## src/rtl/fp_pkg.sv

```systemverilog
// Shared floating-point constants: flag bit positions, rounding encodings, operand classes and special-value builders.
package fp_pkg;

    localparam int FP_EXP_W = 8;
    localparam int FP_MAN_W = 23;

    localparam int FLAG_INEXACT   = 0;
    localparam int FLAG_UNDERFLOW = 1;
    localparam int FLAG_OVERFLOW  = 2;
    localparam int FLAG_INVALID   = 3;

    localparam logic RND_RNE   = 1'b0;
    localparam logic RND_TRUNC = 1'b1;

    typedef enum logic [2:0] {
        CLS_NORMAL,
        CLS_ZERO,
        CLS_INF,
        CLS_NAN,
        CLS_INVALID
    } fpClass_e;

    function automatic int fpBias(input int expW);
        return (1 << (expW - 1)) - 1;
    endfunction

    function automatic logic [63:0] fpMask(input int n);
        return (64'd1 << n) - 64'd1;
    endfunction

    // Builders return a 64-bit container; callers slice to their word width.
    function automatic logic [63:0] fpPack(input logic sign, input int expW, input int manW,
                                           input logic [63:0] expF, input logic [63:0] manF);
        return ({63'd0, sign} << (expW + manW)) | ((expF & fpMask(expW)) << manW) | (manF & fpMask(manW));
    endfunction

    function automatic logic [63:0] fpQnan(input int expW, input int manW);
        return fpPack(1'b0, expW, manW, fpMask(expW), 64'd1 << (manW - 1));
    endfunction

    function automatic logic [63:0] fpInf(input logic sign, input int expW, input int manW);
        return fpPack(sign, expW, manW, fpMask(expW), 64'd0);
    endfunction

    function automatic logic [63:0] fpMaxFinite(input logic sign, input int expW, input int manW);
        return fpPack(sign, expW, manW, fpMask(expW) - 64'd1, fpMask(manW));
    endfunction

endpackage

```

## src/rtl/vedic_mult_pipe.sv

```systemverilog
// Unsigned NxN multiplier using Urdhva-Tiryagbhyam column sums, product registered.
// Latency: 1 cycle. Backpressure: output register holds while en is low.
module vedic_mult_pipe #(
    parameter int N = 24
) (
    input  logic           clk,
    input  logic           rst,
    input  logic           en,
    input  logic [N-1:0]   x,
    input  logic [N-1:0]   y,
    output logic [2*N-1:0] p
);

    localparam int CW = $clog2(N + 1);

    logic [CW-1:0]  colSum [2*N-1];
    logic [2*N-1:0] term;
    logic [2*N-1:0] prodComb;

    // Vertical-and-crosswise: column k collects every x[i]&y[j] with i+j == k.
    always_comb begin
        term     = '0;
        prodComb = '0;
        for (int k = 0; k < 2*N-1; k++) begin
            colSum[k] = '0;
        end
        for (int i = 0; i < N; i++) begin
            for (int j = 0; j < N; j++) begin
                colSum[i+j] = colSum[i+j] + CW'(x[i] & y[j]);
            end
        end
        for (int k = 0; k < 2*N-1; k++) begin
            term          = '0;
            term[CW-1:0]  = colSum[k];
            prodComb      = prodComb + (term << k);
        end
    end

    always_ff @(posedge clk or posedge rst) begin
        if (rst) begin
            p <= '0;
        end else if (en) begin
            p <= prodComb;
        end
    end

endmodule

```

## src/rtl/fp_mult_pipe.sv

```systemverilog
// IEEE-style FP multiplier: unpack/classify, mantissa product, normalise/round/pack.
// Latency: 3 cycles, one result per cycle. Backpressure: whole pipe holds when out_valid && !out_ready.
module fp_mult_pipe
    import fp_pkg::*;
#(
    parameter int  EXP_W = FP_EXP_W,
    parameter int  MAN_W = FP_MAN_W,
    localparam int W     = 1 + EXP_W + MAN_W
) (
    input  logic         clk,
    input  logic         rst,
    input  logic         in_valid,
    output logic         in_ready,
    input  logic [W-1:0] a,
    input  logic [W-1:0] b,
    input  logic         rnd_mode,
    output logic         out_valid,
    input  logic         out_ready,
    output logic [W-1:0] result,
    output logic [3:0]   flags
);

    localparam int N    = MAN_W + 1;
    localparam int XW   = EXP_W + 2;
    localparam int BIAS = fpBias(EXP_W);

    localparam logic [W-1:0]         QNAN    = W'(fpQnan(EXP_W, MAN_W));
    localparam logic [W-1:0]         POS_INF = W'(fpInf(1'b0, EXP_W, MAN_W));
    localparam logic [W-1:0]         POS_MAX = W'(fpMaxFinite(1'b0, EXP_W, MAN_W));
    localparam logic signed [XW-1:0] EXP_OVF = XW'((1 << EXP_W) - 1);

    logic adv;

    assign in_ready = out_ready || !out_valid;
    assign adv      = in_ready;

    // ---------------- S1: unpack, classify, sign, exponent sum ----------------
    logic               signA, signB;
    logic [EXP_W-1:0]   expA, expB;
    logic [MAN_W-1:0]   manA, manB;
    logic               aZero, bZero, aInf, bInf, aNan, bNan;
    fpClass_e           cls1;
    logic signed [XW-1:0] expSum1;

    assign {signA, expA, manA} = a;
    assign {signB, expB, manB} = b;

    assign aZero = (expA == '0);
    assign bZero = (expB == '0);
    assign aInf  = (expA == '1) && (manA == '0);
    assign bInf  = (expB == '1) && (manB == '0);
    assign aNan  = (expA == '1) && (manA != '0);
    assign bNan  = (expB == '1) && (manB != '0);

    assign expSum1 = $signed(XW'(expA) + XW'(expB) - XW'(BIAS));

    always_comb begin
        cls1 = CLS_NORMAL;
        if (aNan || bNan) begin
            cls1 = CLS_NAN;
        end else if ((aInf && bZero) || (aZero && bInf)) begin
            cls1 = CLS_INVALID;
        end else if (aInf || bInf) begin
            cls1 = CLS_INF;
        end else if (aZero || bZero) begin
            cls1 = CLS_ZERO;
        end
    end

    logic                 s1Vld, s1Sign, s1Rnd;
    logic signed [XW-1:0] s1Exp;
    fpClass_e             s1Cls;
    logic [N-1:0]         s1ManA, s1ManB;

    always_ff @(posedge clk or posedge rst) begin
        if (rst) begin
            s1Vld  <= 1'b0;
            s1Sign <= 1'b0;
            s1Rnd  <= RND_RNE;
            s1Exp  <= '0;
            s1Cls  <= CLS_NORMAL;
            s1ManA <= '0;
            s1ManB <= '0;
        end else if (adv) begin
            s1Vld  <= in_valid;
            s1Sign <= signA ^ signB;
            s1Rnd  <= rnd_mode;
            s1Exp  <= expSum1;
            s1Cls  <= cls1;
            s1ManA <= {1'b1, manA};
            s1ManB <= {1'b1, manB};
        end
    end

    // ---------------- S2: mantissa product ----------------
    logic [2*N-1:0]       prod2;
    logic                 s2Vld, s2Sign, s2Rnd;
    logic signed [XW-1:0] s2Exp;
    fpClass_e             s2Cls;

    vedic_mult_pipe #(.N(N)) uMult (
        .clk (clk),
        .rst (rst),
        .en  (adv),
        .x   (s1ManA),
        .y   (s1ManB),
        .p   (prod2)
    );

    always_ff @(posedge clk or posedge rst) begin
        if (rst) begin
            s2Vld  <= 1'b0;
            s2Sign <= 1'b0;
            s2Rnd  <= RND_RNE;
            s2Exp  <= '0;
            s2Cls  <= CLS_NORMAL;
        end else if (adv) begin
            s2Vld  <= s1Vld;
            s2Sign <= s1Sign;
            s2Rnd  <= s1Rnd;
            s2Exp  <= s1Exp;
            s2Cls  <= s1Cls;
        end
    end

    // ---------------- S3: normalise, round, range check, pack ----------------
    logic                 prodHi;
    logic [2*N-2:0]       normP;
    logic [MAN_W-1:0]     keepMan;
    logic                 guardBit, stickyBit, roundUp, inexact;
    logic [MAN_W:0]       manRnd;
    logic signed [XW-1:0] expNorm, expFin;
    logic [W-1:0]         res3;
    logic [3:0]           flg3;

    // Product of two [1,2) mantissas lies in [1,4); a set MSB means >= 2.0.
    assign prodHi    = prod2[2*N-1];
    assign normP     = prodHi ? prod2[2*N-2:0] : {prod2[2*N-3:0], 1'b0};
    assign keepMan   = normP[2*N-2 -: MAN_W];
    assign guardBit  = normP[MAN_W];
    assign stickyBit = |normP[MAN_W-1:0];
    assign inexact   = guardBit || stickyBit;
    assign roundUp   = (s2Rnd == RND_RNE) && guardBit && (stickyBit || keepMan[0]);
    assign manRnd    = {1'b0, keepMan} + (MAN_W+1)'(roundUp);
    assign expNorm   = s2Exp + XW'(prodHi);
    assign expFin    = expNorm + XW'(manRnd[MAN_W]);

    always_comb begin
        res3 = '0;
        flg3 = '0;
        case (s2Cls)
            CLS_NAN: begin
                res3 = QNAN;
            end
            CLS_INVALID: begin
                res3                = QNAN;
                flg3[FLAG_INVALID]  = 1'b1;
            end
            CLS_INF: begin
                res3 = {s2Sign, POS_INF[W-2:0]};
            end
            CLS_ZERO: begin
                res3 = {s2Sign, {(W-1){1'b0}}};
            end
            default: begin
                if (expFin >= EXP_OVF) begin
                    res3 = (s2Rnd == RND_RNE) ? {s2Sign, POS_INF[W-2:0]} : {s2Sign, POS_MAX[W-2:0]};
                    flg3[FLAG_OVERFLOW] = 1'b1;
                    flg3[FLAG_INEXACT]  = 1'b1;
                end else if (expFin[XW-1] || (expFin == '0)) begin
                    res3 = {s2Sign, {(W-1){1'b0}}};
                    flg3[FLAG_UNDERFLOW] = 1'b1;
                    flg3[FLAG_INEXACT]   = 1'b1;
                end else begin
                    // A rounding carry leaves manRnd's low bits at zero, which is the correct mantissa.
                    res3 = {s2Sign, expFin[EXP_W-1:0], manRnd[MAN_W-1:0]};
                    flg3[FLAG_INEXACT] = inexact;
                end
            end
        endcase
    end

    always_ff @(posedge clk or posedge rst) begin
        if (rst) begin
            out_valid <= 1'b0;
            result    <= '0;
            flags     <= '0;
        end else if (adv) begin
            out_valid <= s2Vld;
            if (s2Vld) begin
                result <= res3;
                flags  <= flg3;
            end
        end
    end

endmodule

```

## config.mk

```make
export PLATFORM = sky130hd
export DESIGN_NAME = fp_mult_pipe
export DESIGN_NICKNAME = d
export VERILOG_FILES = /design/src/rtl/fp_pkg.sv /design/src/rtl/vedic_mult_pipe.sv /design/src/rtl/fp_mult_pipe.sv
export SDC_FILE = /design/constraint.sdc
export NUM_CORES = 2
export LEC_CHECK = 0
export BUFFER_PORTS_ARGS = -buffer_cell sky130_fd_sc_hd__buf_4
export CORE_UTILIZATION = 60
export DETAILED_ROUTE_END_ITERATION = 6
export GPL_TIMING_DRIVEN = 0
export PLACE_DENSITY = 0.89
export SLEW_MARGIN = 20
export SYNTH_ARGS = -nofsm -noshare
export SYNTH_HDL_FRONTEND = slang
export SYNTH_HIERARCHICAL = 1
export SYNTH_SLANG_ARGS = --single-unit
export TNS_END_PERCENT = 50
```

## constraint.sdc

```tcl
create_clock -name clk -period 28 [get_ports clk]
set_input_delay 2.8 -clock clk [delete_from_list [all_inputs] [get_ports clk]]
set_output_delay 2.8 -clock clk [all_outputs]
set_load 0.02 [all_outputs]
```

==> impl_metrics.json <==
{
  "placed_cell_area_mm2": 0.0301,
  "pin_count": 107,
  "placementRows": 79,
  "violations": "design-rule violations",
  "cts-resized-gates": 0,
  "ys_ff_latch": 164,
  "met2_usage_pct": 56.5,
  "crit_slowest_cell": "clkbuf_1",
  "synth.cell_area_mm2": 0.0284,
  "clock_sinks": 164,
  "first_global_vias": 24800,
  "fin_nets": 4055,
  "via_per_inst": 6.19,
  "hp-class": "flip-flop to flip-flop",
  "overflow": 0,
  "grt_pass1_wl_um": 137000,
  "holdWs_ns": 0.471,
  "async_flop_share_pct": 100,
  "reg2reg_depth": 36,
  "status": "finished with violations",
  "fill_cells": 3553,
  "cts_tree": "yes",
  "grt_setup_unrepaired": "false",
  "hp-start": "s1Exp[2]",
  "io_buffers": 106,
  "syn_area_per_cell_um2": 9.09,
  "start_util_pct": 61.0,
  "critPathKind": "flip-flop to flip-flop",
  "relSlewSlack_pct": 20.0,
  "clk_pin_slew_ns": 0.07,
  "clkLatencyLatePin_ns": 0.45,
  "yosys_warnings": 6,
  "ys_seq_area_share_pct": 14.4,
  "hold-path-endpoint": "s1Exp[2]",
  "gr-usage-met3_pct": 13.7,
  "htreeDepth": 4,
  "finalCritPeriodShare_pct": 46.8,
  "cts_setup_buffers": 0,
  "worstSetupEndpointType": "flip-flop",
  "reg2reg_to": "uMult/p[41]",
  "grt_max_degree": 83,
  "ant_nets": 0,
  "cp_max_fo": 10,
  "antenna_found_initial": 4,
  "die-area_mm2": 0.0483,
  "drt_pass1_iterations": 7,
  "cts_buffers": 17,
  "worst_slew_pin_slew_ns": 1.20,
  "drv_cap": 0,
  "hold_violations": 0,
  "die_w_um": 220,
  "setup_viol": 0,
  "synth_flop_cell": "dfrtp_1",
  "r2r_start": "s1ManB[21]",
  "final_area_mm2": 0.0307,
  "drc_errors": 63,
  "ys_types": 86,
  "wl_um": 88800,
  "synth_cells": 3129,
  "first_iter_violations": 3032,
  "cp_data_required_time_ns": 28.34,
  "cts_root_buf": "clkbuf_16",
  "seq_area_mm2": 0.00410,
  "cpPeakStageDelay_ns": 0.90,
  "place_hpwl_um": 68500,
  "setup_tns_ns": 0,
  "skew_ns": 0.0129,
  "coreArea_mm2": 0.0467,
  "worstSetupStartpointType": "flip-flop",
  "reg2reg_slack_ns": 14.90,
  "fin_crit_ns": 13.10,
  "layout-drive-gt1-share_pct": 7.04,
  "vias": 24000,
  "arrival_ns": 13.44,
  "globalRoute.busiestLayer": "met2",
  "multiInputGateArea_mm2": 0.0218,
  "grt.total_usage_pct": 38.1,
  "cts_hold_buffers": 0,
  "final-max-slew-violation-count": 0,
  "use_met1_pct": 47.1,
  "syn-num-nets": 3928,
  "synth_edf_count": 0,
  "post-route-util_pct": 65.7,
  "cts.path.max_buffers": 2,
  "gp_congestion": 1.07,
  "hold_path_depth": 2,
  "dieHeight_um": 220,
  "routedWlPerCell_um": 22.9,
  "cp_common_cell": "fa_1",
  "syn_to_final_growth_pct": 7.85,
  "max_freq_mhz": 76.3
}
==> Yosys cell counts (9+ instances only) <==
cell	n	area share, %
nor3_1	12	0.21
nor2_1	57	0.75
ha_1	272	12
a221o_1	27	0.95
a21oi_1	94	1.7
xor2_1	55	1.7
buf_1	13	0.17
nand4_1	28	0.62
o21bai_1	12	0.32
o21a_1	9	0.24
nor4_1	22	0.48
inv_1	496	6.5
a31oi_1	9	0.20
and2_1	284	6.2
nand2_1	548	7.2
mux2i_1	18	0.63
mux2_2	37	1.5
nand3_1	39	0.69
dfrtp_1	164	14
a211oi_1	11	0.29
nand2b_1	11	0.24
o21ai_0	53	0.93
clkbuf_1	122	1.6
and3_1	9	0.20
a21o_1	64	1.7
o211ai_1	11	0.29
fa_1	458	32
nor2b_1	22	0.48
xnor2_1	65	2.0
==> through the flow <==
step                      std cells  setup slack (ns)
final                          3883             14.90
after global routing           3875             14.74
after CTS                      3875             15.29
after detailed placement       3844             15.35
after global placement         3842             15.47
after floorplan                3129             17.09
==> cells in the final DEF, fill, tap and decap left out, types with 53 or more instances in the layout <==
cell and count:
a21oi_1 94, a21o_1 64, inv_1 494, buf_4 108, and2_1 284, o21ai_0 53
fa_1 458, xor2_1 55, xnor2_1 65, clkbuf_1 122, nand2_1 548, dfrtp_1 164
nor2_1 57, ha_1 272
==> critical path, delay by kind of cell (launching register included) <==
| kind | cells | cell delay (ns) |
|---|---|---|
| compound gates | 6 | 1.69 |
| buf+inv | 9 | 1.70 |
| mux | 1 | 0.27 |
| fa+ha+maj | 15 | 7.56 |
| simple gates | 3 | 0.50 |
| flops | 1 | 0.65 |
| xor+xnor | 2 | 0.60 |
==> metal layers <==
| layer | routed length [um] | vias to the layer above |
|---|---|---|
| met1 | 31300 | 11600 |
| met4 | 7100 | 4 |
| met5 | 55 | - |
| li1 | - | 10100 |
| met2 | 37700 | 1773 |
| met3 | 12600 | 546 |
==> worst max-delay path by stage <==
stage / from / to / cells after the start
floorplan: s1ManA[0] / uMult/p[45] / 37
global placement: s1ManB[19] / uMult/p[45] / 37
detailed placement: s1ManB[15] / uMult/p[45] / 37
CTS: s1ManB[11] / uMult/p[41] / 38
global route: s1ManB[11] / uMult/p[41] / 38
finish: s1ManB[21] / uMult/p[41] / 36
==> state kept, by name, indices dropped and copies added (netlist names) <==
| signal | cells |
|---|---|
| uMult/p | 48 |
| result | 32 |
| s1ManA | 24 |
| s1ManB | 23 |
| s1Exp | 10 |
| s2Exp | 10 |
| flags | 4 |
| s1Cls | 3 |
| s2Cls | 3 |
| out_valid | 1 |
| s1Rnd | 1 |
| s1Sign | 1 |
| s1Vld | 1 |
| s2Rnd | 1 |
| s2Sign | 1 |
| s2Vld | 1 |
==> cells by family after synthesis <==
kind of cell / Yosys count / share of synthesized area [%]
buf+inv: 648 / 8.80
fa+ha+maj: 730 / 44.2
mux: 56 / 2.15
simple gates: 1076 / 18.6
flops: 164 / 14.4
xor+xnor: 120 / 3.70
compound gates: 335 / 8.15
==> cell type report <==
type	count	share of cell area, %
clock buffer	19	1.48
multi-input combinational	2317	71.2
buffer	151	2.08
timing repair buffer	108	2.75
sequential	164	13.4
inverter	497	6.10
tap	607	2.48
antenna	8	0.0653
clock inverter	12	0.477
Power is not shown: default switching activity piles up to over one toggle a cycle in this logic, so the estimate is an artifact.
